**src/rtl/song_timer.sv**
```systemverilog
// Song clock for the rhythm game: counts beats while the game mode is RUN,
// freezes on PAUSE, and flags song completion with a one-cycle fin_check pulse.
module song_timer #(
    parameter int TICK_DIV   = 100000,
    parameter int SONG_BEATS = 64,
    parameter int BEAT_W     = $clog2(SONG_BEATS + 1)
) (
    input  logic              clk,
    input  logic              rst,
    input  logic [2:0]        mode,
    input  logic [1:0]        diff,
    output logic              fin_check,
    output logic              beat_tick,
    output logic [BEAT_W-1:0] beat_count,
    output logic              running
);

    localparam int PW = $clog2(TICK_DIV);

    localparam logic [2:0] M_RUN    = 3'd4;
    localparam logic [2:0] M_PAUSE  = 3'd5;
    localparam logic [2:0] M_FINISH = 3'd6;

    typedef enum logic [1:0] {
        S_STOP,
        S_RUN,
        S_HOLD,
        S_DONE
    } state_t;

    state_t            r_state, w_state_nxt;
    logic [PW-1:0]     r_presc, w_presc_nxt;
    logic [1:0]        r_diff, w_diff_nxt;
    logic [BEAT_W-1:0] r_beat_count, w_beat_count_nxt;
    logic              r_beat_tick, w_beat_tick_nxt;
    logic              r_fin_check, w_fin_check_nxt;
    logic [PW-1:0]     w_last;
    logic              w_mode_clear;

    // Terminal prescaler value for the latched difficulty (period-1).
    always_comb begin
        case (r_diff)
            2'd0:    w_last = PW'(TICK_DIV - 1);
            2'd1:    w_last = PW'((TICK_DIV >> 1) - 1);
            default: w_last = PW'((TICK_DIV >> 2) - 1);
        endcase
    end

    assign w_mode_clear = (mode != M_RUN) && (mode != M_PAUSE) && (mode != M_FINISH);

    always_comb begin
        w_state_nxt      = r_state;
        w_presc_nxt      = r_presc;
        w_diff_nxt       = r_diff;
        w_beat_count_nxt = r_beat_count;
        w_beat_tick_nxt  = 1'b0;
        w_fin_check_nxt  = 1'b0;

        case (r_state)
            S_STOP: begin
                w_presc_nxt      = '0;
                w_beat_count_nxt = '0;
                if (mode == M_RUN) begin
                    w_state_nxt = S_RUN;
                    w_diff_nxt  = (diff == 2'd3) ? 2'd2 : diff;
                end
            end
            // A HOLD edge with mode RUN counts exactly like a RUN edge, so a
            // tick deferred by a pause fires on the resume edge.
            S_RUN, S_HOLD: begin
                if (mode == M_RUN) begin
                    w_state_nxt = S_RUN;
                    if (r_presc == w_last) begin
                        w_presc_nxt      = '0;
                        w_beat_count_nxt = r_beat_count + BEAT_W'(1);
                        w_beat_tick_nxt  = 1'b1;
                        if (r_beat_count == BEAT_W'(SONG_BEATS - 1)) begin
                            w_fin_check_nxt = 1'b1;
                            w_state_nxt     = S_DONE;
                        end
                    end else begin
                        w_presc_nxt = r_presc + PW'(1);
                    end
                end else if (mode == M_PAUSE) begin
                    w_state_nxt = S_HOLD;
                end else if (mode == M_FINISH) begin
                    w_state_nxt = S_DONE;
                end else begin
                    w_state_nxt      = S_STOP;
                    w_presc_nxt      = '0;
                    w_beat_count_nxt = '0;
                end
            end
            S_DONE: begin
                if (w_mode_clear) begin
                    w_state_nxt      = S_STOP;
                    w_presc_nxt      = '0;
                    w_beat_count_nxt = '0;
                end
            end
            default: begin
                w_state_nxt      = S_STOP;
                w_presc_nxt      = '0;
                w_beat_count_nxt = '0;
            end
        endcase
    end

    always_ff @(posedge clk or posedge rst) begin
        if (rst) begin
            r_state      <= S_STOP;
            r_presc      <= '0;
            r_diff       <= '0;
            r_beat_count <= '0;
            r_beat_tick  <= 1'b0;
            r_fin_check  <= 1'b0;
        end else begin
            r_state      <= w_state_nxt;
            r_presc      <= w_presc_nxt;
            r_diff       <= w_diff_nxt;
            r_beat_count <= w_beat_count_nxt;
            r_beat_tick  <= w_beat_tick_nxt;
            r_fin_check  <= w_fin_check_nxt;
        end
    end

    assign fin_check  = r_fin_check;
    assign beat_tick  = r_beat_tick;
    assign beat_count = r_beat_count;
    assign running    = (r_state == S_RUN);

endmodule
```
**config.mk**
```make
export PLATFORM = sky130hd
export DESIGN_NAME = song_timer
export DESIGN_NICKNAME = d
export VERILOG_FILES = /design/src/rtl/song_timer.sv
export SDC_FILE = /design/constraint.sdc
export NUM_CORES = 1
export LEC_CHECK = 0
export ABC_CLOCK_PERIOD_IN_PS = 2500
export BUFFER_PORTS_ARGS = -buffer_cell sky130_fd_sc_hd__clkbuf_2
export CAP_MARGIN = 20
export CELL_PAD_IN_SITES_DETAIL_PLACEMENT = 2
export CELL_PAD_IN_SITES_GLOBAL_PLACEMENT = 2
export CORE_MARGIN = 2
export CORE_UTILIZATION = 37
export DETAILED_ROUTE_END_ITERATION = 10
export PLACE_DENSITY = 0.75
export SYNTH_ARGS = -nofsm -noshare
export SYNTH_HDL_FRONTEND = slang
export SYNTH_SLANG_ARGS = --single-unit
```
**constraint.sdc**
```tcl
create_clock -name clk -period 2.5 [get_ports clk]
set_clock_uncertainty 0.05 [all_clocks]
set_input_delay 0.25 -clock clk [delete_from_list [all_inputs] [get_ports clk]]
set_output_delay 0.25 -clock clk [all_outputs]
set_load 0.02 [all_outputs]
```
**Word level (Yosys, flattened, before mapping)**

Index checks and enable logic that the tools add are counted.

- Flip-flop bits (word level): 30
- Latch bits: 0
- Bits in writable memories: 0
- Bits in read-only memories: 0
- Input bits: 7
- Output and inout bits: 10
- Logic and storage cells: 64
- Memories: 0

- Add/sub/neg operators: 2
- Multipliers: 0
- Div/mod/pow operators: 0
- Order comparisons: 0
- Eq/ne operators: 18
- Shift operators: 0
- Mux-type cells: 29
- Bitwise gates (word level): 0
- Reductions and logical operators: 9

Operators with widths:

| kind | number |
|---|---|
| 2-to-1 mux 17 bit | 5 |
| one-hot mux 17 bit (3 select lines) | 1 |
| 2-to-1 mux 7 bit | 5 |
| one-hot mux 17 bit (2 select lines) | 1 |
| one-hot mux 7 bit (3 select lines) | 1 |
| inequality test 3 bit (second input constant) | 6 |
| adder 17 x 1 -> 17 bit (second input constant) | 1 |
| equality test 17 bit | 1 |
| 2-to-1 mux 2 bit | 8 |
| equality test 3 bit (second input constant) | 3 |
| adder 7 x 1 -> 7 bit (second input constant) | 1 |
| equality test 7 x 6 -> 1 bit (second input constant) | 1 |
| 2-to-1 mux 1 bit | 7 |
| equality test 2 bit (second input constant) | 3 |
| one-hot mux 2 bit (3 select lines) | 1 |
| equality test 2 x 1 -> 1 bit (second input constant) | 2 |
| zero test 2 bit | 2 |
| inequality test 2 bit (second input constant) | 2 |
| AND reduction 2 bit | 2 |
| AND reduction 4 bit | 1 |
| AND reduction 3 bit | 1 |
| logical AND 1 bit | 2 |
| OR reduction 2 bit | 1 |

**Longest topological paths before layout**

Gate-level depths: netlist of the first run.

- Word-level depth: 6
- Depth in mapped cells: 8

**Worst setup path after synthesis of the first run**

OpenSTA, ideal clock, no wires.

- Path type: register to register
- From: reg r_state[0]
- To: reg r_presc[14]
- Library setup time: 121 ps
- Arrival time: 1808 ps
- Data required time: 2329 ps
- Slack: 521 ps
- Cell stages (with the launch flop): 8
- Buffers on the path: 1
- Clock period less this slack: 1979 ps
- Cell sequence: dfrtp_1 -> inv_1 -> ha_1 -> o21a_1 -> o21ai_1 -> clkbuf_1 -> o21ai_1 -> a22o_1

- Word-level cells in the longest chain between the ends: 4
- Elaborated cells between the ends (all ways): 10
- Those cells by class: 6 x eq/ne; 1 x mux; 3 x reduce/logical

Ends and longest elaborated chain:

| item | RTL line | text |
|---|---|---|
| start, declared | 31 | `state_t r_state, w_state_nxt;` |
| start signal, assigned | 118 | `r_state <= w_state_nxt;` |
| equality test 2 x 1 -> 1 bit or equality test 2 bit (tied branches) | 59 | `case (r_state)` |
| OR reduction 2 bit | 59 |  |
| inequality test 3 bit (no source line) | -- |  |
| AND reduction 3 bit (no source line) | -- |  |
| end signal, assigned | 119 | `r_presc <= w_presc_nxt;` |
| end, declared | 32 | `logic [PW-1:0] r_presc, w_presc_nxt;` |

Several ways; a longest one is shown, not always the timed one.
A chain may end at the register's enable or synchronous reset.

**Worst setup path after layout of the first run**

- From: reg r_presc[0]
- To: reg r_presc[6]

- Word-level cells in the longest chain between the ends: 4
- Elaborated cells between the ends (all ways): 5
- Those cells by class: 1 x add/sub; 1 x eq/ne; 3 x mux

Ends and longest elaborated chain:

| item | RTL line | text |
|---|---|---|
| adder 17 x 1 -> 17 bit or equality test 17 bit (tied branches) | 82, 73 |  |
| 2-to-1 mux 17 bit * | 73 | `if (r_presc == w_last) begin` |
| 2-to-1 mux 17 bit * | 71 | `if (mode == M_RUN) begin` |
| one-hot mux 17 bit (3 select lines) * | 59 |  |

Mark *: on every way between the ends. The rest lies on a longest branch, timed or not.

==> flow_metrics.tcl, run 1 <==
set metrics [dict create \
    status "complete, no violations" \
    cts.clk_slew.worst_paths_ns 0.07 \
    grt_pass1_wl_um 10250 \
    power_switching_uw 527.3 \
    die_h_um 76.80 \
    die_w_um 76.80 \
    viasPerCell 5.876 \
    ant_nets 0 \
    routedWlPerCell_um 19.39 \
    grt_pass1_vias 2009 \
    drtPass1Iterations 4 \
    slowest_stage "dfrtp_1" \
    setup_viol 0 \
    power_frac_clock_pct 28.7 \
    highest_layer "met4" \
    grt_max_degree 31 \
    synth.avg_cell_area_um2 9.336 \
    end_kind "register" \
    yosys_warnings 0 \
    timing.critical_path.mode_cell "buf_4" \
    finalMaxSlewViolations 0 \
    fmax_mhz 423.1 \
    max_cap_violations 0 \
    design.portCount 17 \
    p_int_uw 923.7 \
    placed_cell_area_um2 2150 \
    fin_area_um2 2251 \
    place.gp.congestion 0.8760 \
    post_cts_buffers 0 \
    cts_buffer_depth 2 \
    cellLeakagePower_uw 0.001057 \
    vias 1804 \
    switching_share_pct 36.34 \
    holdCritPathClass "in2reg" \
    syn_inst 210 \
    p_comb_share_pct 31.8 \
    arrival_ns 2.49 \
    cts_made_buffers 5 \
    syn_nets 222 \
    grt_usage_pct 21.73 \
    cts-root-buf "clkbuf_8" \
    timing.setup.tns_ns 0 \
    critical_path.cell_chain "ha_1 -> nor4bb_1 -> o211ai_1 -> o41ai_4 -> buf_4 -> nor2_2 -> buf_4 -> a22o_1" \
    met3WireLength_um 199 \
    dieArea_um2 5897 \
    powerDensity_nw_per_um2 644.7 \
    htree_levels 2 \
    tritoncts "yes" \
    wl_um 5952 \
    cp_max_fo 9 \
    fin_crit_sh_pct 94.55 \
    synthArstFlopShare_pct 100.0 \
    synth_area_um2 1961 \
    coreArea_um2 5107 \
    worst_pin_slew_ns 0.5148 \
    cts.sinks 30 \
    diodes 0 \
    irDropWorstVdd_mv 0.2575 \
    grt-ovfl-total 0 \
    post-dp-hpwl_um 4361 \
    first_iter_violations 126 \
    drc 0 \
    finalHoldViolations 0 \
    met1_length_um 2671 \
    required_ns 2.63 \
    antenna_found_initial 0 \
    cpPeakStageDelay_ns 0.41 \
    final_nets 248 \
    drive_gt1_share_pct 19.83 \
    critPathKind "reg2reg" \
    start_kind "register" \
    synth-seq-area-share_pct 38.29 \
    num_rows 26 \
    met2_length_um 3021 \
    synthFlopType "dfrtp_1" \
    ys_seq_elements 30 \
    min_period_ns 2.364 \
    slew_headroom_pct 65.52 \
    synth-edff-count 0 \
    fin_util_pct 44.07 \
    seq_power_share_pct 39.5 \
    start_util_pct 38.39 \
    insertion_delay_ns 0.29 \
    portBuffers 16 \
    syn_to_final_growth_pct 14.81 \
    synth.distinct_cells 50 \
    rsz0062_at_grt "no" \
]
## final cells by class
type                            count  area (um2)
Fill cell                         571        2856
Multi-Input combinational cell    166        1134
Sequential cell                    30       750.7
Timing Repair Buffer               27       165.2
Tap cell                           70       87.58
Clock buffer                        7       86.33
Inverter                            6       22.52
Clock inverter                      1       5.005
## flip-flops by register name (all words and copies together) (netlist names)
register,count
fin_check,1
r_state,2
r_presc,17
r_diff,2
beat_tick,1
beat_count,7
## synthesized netlist by cell type (2+ instances only)
cell | number | area (um2)
nor4b_1 | 3 | 26.28
a21oi_1 | 3 | 15.01
a21o_1 | 6 | 45.04
nand4_1 | 5 | 31.28
nor4_1 | 2 | 12.51
a32o_1 | 2 | 20.02
o21ai_1 | 9 | 45.04
and4bb_2 | 2 | 25.02
o21a_1 | 2 | 15.01
and3_1 | 6 | 37.54
inv_1 | 6 | 22.52
nand3_1 | 6 | 30.03
ha_1 | 5 | 62.56
a22o_1 | 10 | 87.58
o21ai_0 | 11 | 55.05
a31oi_1 | 6 | 37.54
nor2b_1 | 8 | 50.05
dfrtp_1 | 30 | 750.7
nor3_1 | 6 | 30.03
mux2i_1 | 2 | 20.02
buf_6 | 3 | 33.78
nor2_1 | 14 | 52.55
nand2b_1 | 2 | 12.51
and2_1 | 7 | 43.79
clkbuf_1 | 4 | 15.01
a31o_2 | 3 | 26.28
nand2_1 | 22 | 82.58
and4_1 | 2 | 17.52
nor3b_1 | 2 | 15.01
## metal layers
layer | GRT usage (%) | vias up
met2 | 36.49 | 29
met4 | 6.000 | 0
met5 | 0 | -
met1 | 27.48 | 934
li1 | - | 831
met3 | 5.765 | 10
## critical path, delay by kind of cell, from the launching register on
family | cells | cell delay, ns
adder cells (fa/ha/maj) | 1 | 0.23
flip-flops | 1 | 0.41
AND/OR/NAND/NOR | 2 | 0.37
AO/OA/AOI/OAI | 3 | 0.79
buffers and inverters | 2 | 0.38
## cell families after synthesis
family                   after synthesis  synth area share, %
AND/OR/NAND/NOR                       98                30.31
buffers and inverters                 14                3.892
flip-flops                            30                38.29
AO/OA/AOI/OAI                         59                22.21
adder cells (fa/ha/maj)                6                3.701
multiplexers                           3                1.595
## placed cells by master, fill, tap and decap left out, drive strengths merged, types with 3 or more instances in the layout
cell type,netlist,final
nor2,15,15
nor3,6,6
nand2,22,22
a21oi,3,3
a22o,10,10
clkbuf,4,23
nor3b,3,3
a31o,3,3
and2,7,7
a21o,6,6
buf,4,10
nand4,5,5
a31oi,6,6
nor4,4,4
and3,6,6
inv,6,6
dfrtp,30,30
nor2b,8,8
nand3,6,6
ha,5,5
o21ai,20,20
nor4b,4,4
## power groups by stage
stage                     Sequential (uW)  Combinational [uW]  Clock [uW]
final                                 573                 462         417
after global routing                  583                 513         457
after CTS                             573                 465         427
after detailed placement              582                 460           0
after global placement                574                 428           0
after floorplan                       551                 362           0
## timing repair
item | 4_1_cts | 5_1_grt
hold buffers | 1 | 0
resized for setup | 0 | 0
endpoints found under the hold margin | 30 | 0
## final timing paths
| kind | from | to | slack [ns] | cells after the start |
|---|---|---|---|---|
| setup / recovery | r_presc[0] | r_presc[6] | 0.14 | 8 |
| min in group asynchronous | rst | r_presc[1] | 0.52 | 4 |
| hold reg to reg | r_state[1] | r_state[1] | 0.49 | 2 |
| hold / removal | diff[1] | r_diff[1] | 0.16 | 2 |
| max in group asynchronous | rst | r_presc[14] | 1.58 | 4 |
| setup reg to reg | r_presc[0] | r_presc[6] | 0.14 | 8 |
## through the flow
step                hold WS, ns  setup WS, ns  instances  total power, uW
detailed placement       0.2959        0.1888        298             1043
global placement         0.2769        0.3138        298             1002
floorplan                0.2908        0.5209        210            913.7
CTS                      0.1578        0.1516        307             1465
finish                   0.1562        0.1364        307             1451
global route             0.1647       0.02288        307             1554
Note: power is estimated with default switching activity, not from simulation.
==> run 2: changes to the inputs <==
==> config.mk (replaced) <==
export PLATFORM = sky130hd
export DESIGN_NAME = song_timer
export DESIGN_NICKNAME = d
export VERILOG_FILES = /design/src/rtl/song_timer.sv
export SDC_FILE = /design/constraint.sdc
export NUM_CORES = 1
export LEC_CHECK = 0
export ABC_CLOCK_PERIOD_IN_PS = 2850
export BUFFER_PORTS_ARGS = -buffer_cell sky130_fd_sc_hd__clkbuf_2
export CAP_MARGIN = 20
export CELL_PAD_IN_SITES_DETAIL_PLACEMENT = 2
export CELL_PAD_IN_SITES_GLOBAL_PLACEMENT = 2
export CORE_MARGIN = 2
export CORE_UTILIZATION = 40
export DETAILED_ROUTE_END_ITERATION = 10
export PLACE_DENSITY = 0.81
export SYNTH_ARGS = -nofsm -noshare
export SYNTH_HDL_FRONTEND = slang
export SYNTH_SLANG_ARGS = --single-unit
==> constraint.sdc (replaced) <==
create_clock -name clk -period 2.85 [get_ports clk]
set_clock_uncertainty 0.05 [all_clocks]
set_input_delay 0.285 -clock clk [delete_from_list [all_inputs] [get_ports clk]]
set_output_delay 0.285 -clock clk [all_outputs]
set_load 0.02 [all_outputs]
==> run 2 against run 1 <==
Against the previous run: combinational power decreased by 16%; sequential cell count unchanged; final cell count shrank 2.9%; critical path depth down 2; first-iteration DRC count down 18%; wire length down 3.5%; worst hold slack worse by 0.15 ns; power shrank 8.8%; via count fell by 3.2%; sequential share of layout area rose by 0.51 points.
==> flow_metrics.tcl, run 2 (synthesis results as in run 1) <==
set metrics [dict create \
    status "complete, no violations" \
    portBuffers 16 \
    routedWlPerCell_um 19.28 \
    layout_commonest_cell "dfrtp_1" \
    grt-ovfl-total 0 \
    place_ws_ns 0.4661 \
    start_kind "register" \
    worst_pin_slew_ns 0.8090 \
    largest-register "r_presc" \
    grt_pass1_vias 1890 \
    die_w_um 74.01 \
    cts-root-buf "clkbuf_8" \
    largest_reg_flops 17 \
    required_ns 2.98 \
    end_kind "register" \
    grt_max_degree 31 \
    irDropWorstVdd_mv 0.2819 \
    min_period_ns 2.440 \
    finalNonFillerCells 298 \
    drc 0 \
    setup_viol 0 \
    cts.sinks 30 \
    critPathKind "reg2reg" \
    tritoncts "yes" \
    syn_to_final_growth_pct 13.08 \
    rsz0062_at_grt "no" \
    vias 1747 \
    fmax_mhz 409.8 \
    arrival_ns 2.57 \
    holdCritPathClass "in2async" \
    antenna_found_initial 0 \
    cts_buffer_depth 2 \
    finalHoldViolations 0 \
    cts_resized 0 \
    fin_area_um2 2217 \
    cts_made_buffers 5 \
    finalMaxSlewViolations 0 \
    cts.clk_slew.worst_paths_ns 0.07 \
    cellLeakagePower_uw 0.001037 \
    grt_pass1_wl_um 9611 \
    dieArea_um2 5477 \
    start_util_pct 41.51 \
    drive_gt1_share_pct 18.61 \
    fin_crit_sh_pct 85.61 \
    timing.final.ws_setup_ns 0.4100 \
    cp_max_fo 15 \
    htree_levels 2 \
    first_iter_violations 103 \
    final_nets 242 \
    ant_nets 0 \
    placed_cell_area_um2 2108 \
    viasPerCell 5.862 \
    post-dp-hpwl_um 4047 \
    cts_hold_buf 0 \
    num_rows 25 \
    place_inst 290 \
    diodes 0 \
    design.portCount 17 \
    grt_usage_pct 23.21 \
    final_cell_mix "30 x dfrtp_1, 22 x nand2_1, 16 x clkbuf_2" \
    powerDensity_nw_per_um2 597.2 \
    wl_um 5746 \
    timing.setup.tns_ns 0 \
    insertion_delay_ns 0.28 \
    post_cts_buffers 0 \
    die_h_um 74.01 \
    slew_headroom_pct 45.66 \
    place.gp.congestion 0.7927 \
    coreArea_um2 4723 \
    drtPass1Iterations 4 \
    max_cap_violations 0 \
]
[run 2: cell types whose count changed in the layout (fill, tap and decap cells not counted), sizes merged]
cell	change
dlygate4sd3	-1
clkbuf	-2
buf	-5
clkinv	+1
bufinv	+1
[run 2: area by class of cell]
type	instances	area, um2
well taps	67	83.83
inverters	6	22.52
flip-flops and latches	30	750.7
multi-input cells	166	1134
fillers	541	2506
clock buffers	5	68.82
repair buffers	21	117.6
clock inverters	3	40.04
[run 2: power by group]
| group | internal, uW | leakage [uW] | switching [uW] |
|---|---|---|---|
| clock | 257 | 0.0000579 | 172 |
| sequential | 455 | 0.000413 | 50.6 |
| combinational | 152 | 0.000566 | 238 |
[run 2: routing by layer]
| metal | global-route usage, % | wire length [um] | vias to the layer above |
|---|---|---|---|
| met1 | 28.72 | 2616 | 891 |
| met4 | 7.273 | 85 | 0 |
| met5 | 0 | 0 | - |
| li1 | - | - | 823 |
| met3 | 3.794 | 131 | 10 |
| met2 | 41.27 | 2914 | 23 |
[run 2: path summary, 6_finish.rpt]
kind	depth (start not counted)	end	start	slack [ns]
worst max register to register	6	beat_count[3]	r_presc[0]	0.41
worst max-delay path	6	beat_count[3]	r_presc[0]	0.41
max in group asynchronous	3	r_presc[5]	rst	2.44
worst min-delay path	3	beat_count[3]	rst	0.007
worst min register to register	2	r_state[1]	r_state[1]	0.50
min in group clk	2	r_diff[1]	diff[1]	0.20
[run 2: critical path, cell delays in order (launching register included)]
cell      delay [ns]
dfrtp_1         0.41
ha_1            0.24
nor4bb_1        0.27
o211ai_1        0.26
nor4_4          0.66
nand4_1         0.17
a31o_2          0.27
[run 2: metrics by stage]
step	power, uW	utilization, %	hold slack (ns)
final	1324	46.94	0.006687
after global routing	1410	46.94	0.05030
after CTS	1337	46.94	0.02072
after detailed placement	904.0	44.64	0.3334
after global placement	868.2	44.64	0.3140
after floorplan	801.4	-	0.3258
==> run 3: changes to the inputs <==
--- a/config.mk
+++ b/config.mk
@@ -10,6 +10,7 @@
 export CAP_MARGIN = 20
 export CELL_PAD_IN_SITES_DETAIL_PLACEMENT = 2
 export CELL_PAD_IN_SITES_GLOBAL_PLACEMENT = 2
+export CORE_ASPECT_RATIO = 1.5
 export CORE_MARGIN = 2
 export CORE_UTILIZATION = 40
 export DETAILED_ROUTE_END_ITERATION = 10
==> run 3 against run 2 <==
Against the previous run: worst hold slack improved by 0.022 ns; largest cell class unchanged; critical path depth rose by 1; clock-buffer cell count rose by 2; highest routed layer unchanged; final cell count fell by 0.67%.
==> flow_metrics.tcl, run 3 (synthesis results as in run 1) <==
set metrics [dict create \
    status "complete, no violations" \
    r2r_cells 7 \
    cts_buffer_depth 2 \
    irDropWorstVdd_mv 0.3140 \
    design.portCount 17 \
    cts.clk_slew.worst_paths_ns 0.06 \
    fin_crit_sh_pct 85.14 \
    timing.setup.tns_ns 0 \
    required_ns 2.97 \
    fmax_mhz 412.1 \
    min_period_ns 2.426 \
    multiInputGateArea_um2 1134 \
    grt_pass1_wl_um 10270 \
    drtPass1Iterations 6 \
    timing.final.ws_setup_ns 0.4235 \
    critPathKind "reg2reg" \
    grt_max_degree 31 \
    end_kind "register" \
    final_nets 242 \
    insertion_delay_ns 0.28 \
    cts_resized 0 \
    finalHoldViolations 0 \
    drive_gt1_share_pct 17.39 \
    first_iter_violations 56 \
    syn_to_final_growth_pct 11.36 \
    r2r-end "r_presc[4]" \
    portBuffers 16 \
    die_h_um 89.75 \
    cp_max_fo 8 \
    arrival_ns 2.55 \
    ant_nets 0 \
    layout_commonest_cell "dfrtp_1" \
    grt_usage_pct 24.91 \
    cts.sinks 30 \
    diodes 0 \
    post_cts_buffers 0 \
    holdCritPathClass "in2async" \
    htree_levels 2 \
    fin_util_pct 45.76 \
    grt_pass1_vias 2019 \
    viasPerCell 5.926 \
    tritoncts "yes" \
    vias 1754 \
    drc 0 \
    start_kind "register" \
    final_cell_mix "30 x dfrtp_1, 22 x nand2_1, 16 x clkbuf_2" \
    start_util_pct 41.10 \
    rrSetupSlack_ns 0.42 \
    routedWlPerCell_um 20.32 \
    worst_pin_slew_ns 0.7964 \
    cts_hold_buf 0 \
    cts_made_buffers 5 \
    slew_headroom_pct 46.51 \
    setup_viol 0 \
    max_cap_violations 0 \
    wl_um 6015 \
    finalMaxSlewViolations 0 \
    r2r-start "r_presc[0]" \
    place_inst 289 \
    post-dp-hpwl_um 4394 \
    place_ws_ns 0.4709 \
    dieArea_um2 5489 \
    cellLeakagePower_uw 0.001017 \
    grt-ovfl-total 0 \
    cts-root-buf "clkbuf_8" \
    num_rows 31 \
    largest-register "r_presc" \
    die_w_um 61.17 \
    final-seq-area_um2 750.7 \
    largest_reg_flops 17 \
    place.gp.congestion 0.7883 \
    finalNonFillerCells 296 \
    fillers 549 \
    rsz0062_at_grt "no" \
    coreArea_um2 4771 \
    powerDensity_nw_per_um2 560.9 \
    antenna_found_initial 0 \
]
run 3: changes by cell type in the layout (fill, tap and decap cells not counted), sizes merged:
| cell | delta |
|---|---|
| clkinv | -2 |
| bufinv | -1 |
| clkbuf | +2 |
run 3: power breakdown:
group	internal, uW	switching [uW]
registers	455	51.2
logic	153	239
clock network	168	159
run 3: worst max-delay path by stage:
stage,from,end
3_3_place_gp,r_presc[0],beat_count[3]
3_5_place_dp,r_presc[1],beat_count[3]
6_report,r_presc[0],r_presc[4]
4_1_cts,r_presc[0],r_presc[4]
5_1_grt,r_presc[0],beat_count[3]
2_1_floorplan,r_state[0],r_presc[14]
run 3: cell type report:
cell class | count | area share, %
Inverter | 6 | 1.032
Clock buffer | 7 | 3.496
Multi-Input combinational cell | 166 | 51.92
Tap cell | 66 | 3.782
Sequential cell | 30 | 34.38
Timing Repair Buffer | 21 | 5.387
run 3: critical path, cell delays in order, from the launching register on:
cell and delay, ns:
dfrtp_1 0.42, ha_1 0.24, nor4bb_1 0.25, o211ai_1 0.25, o41ai_4 0.50, buf_4 0.27, o21ai_1 0.10, a22o_1 0.24
run 3: per-layer routing:
layer / track usage (%) / vias to the layer above / wire, um
li1: - / 823 / -
met1: 28.49 / 909 / 2419
met2: 44.59 / 17 / 3417
met3: 4.460 / 5 / 112
met4: 7.428 / 0 / 66
met5: 0 / - / 0
run 3: per-stage QoR:
step                      power (uW)  cell area, um2  hold slack (ns)
after floorplan                801.4            1961           0.3258
after global placement         867.6            2107           0.3184
after detailed placement       904.7            2107           0.3422
after CTS                       1237            2183          0.04737
after global routing            1309            2183          0.06365
final                           1225            2183          0.02876
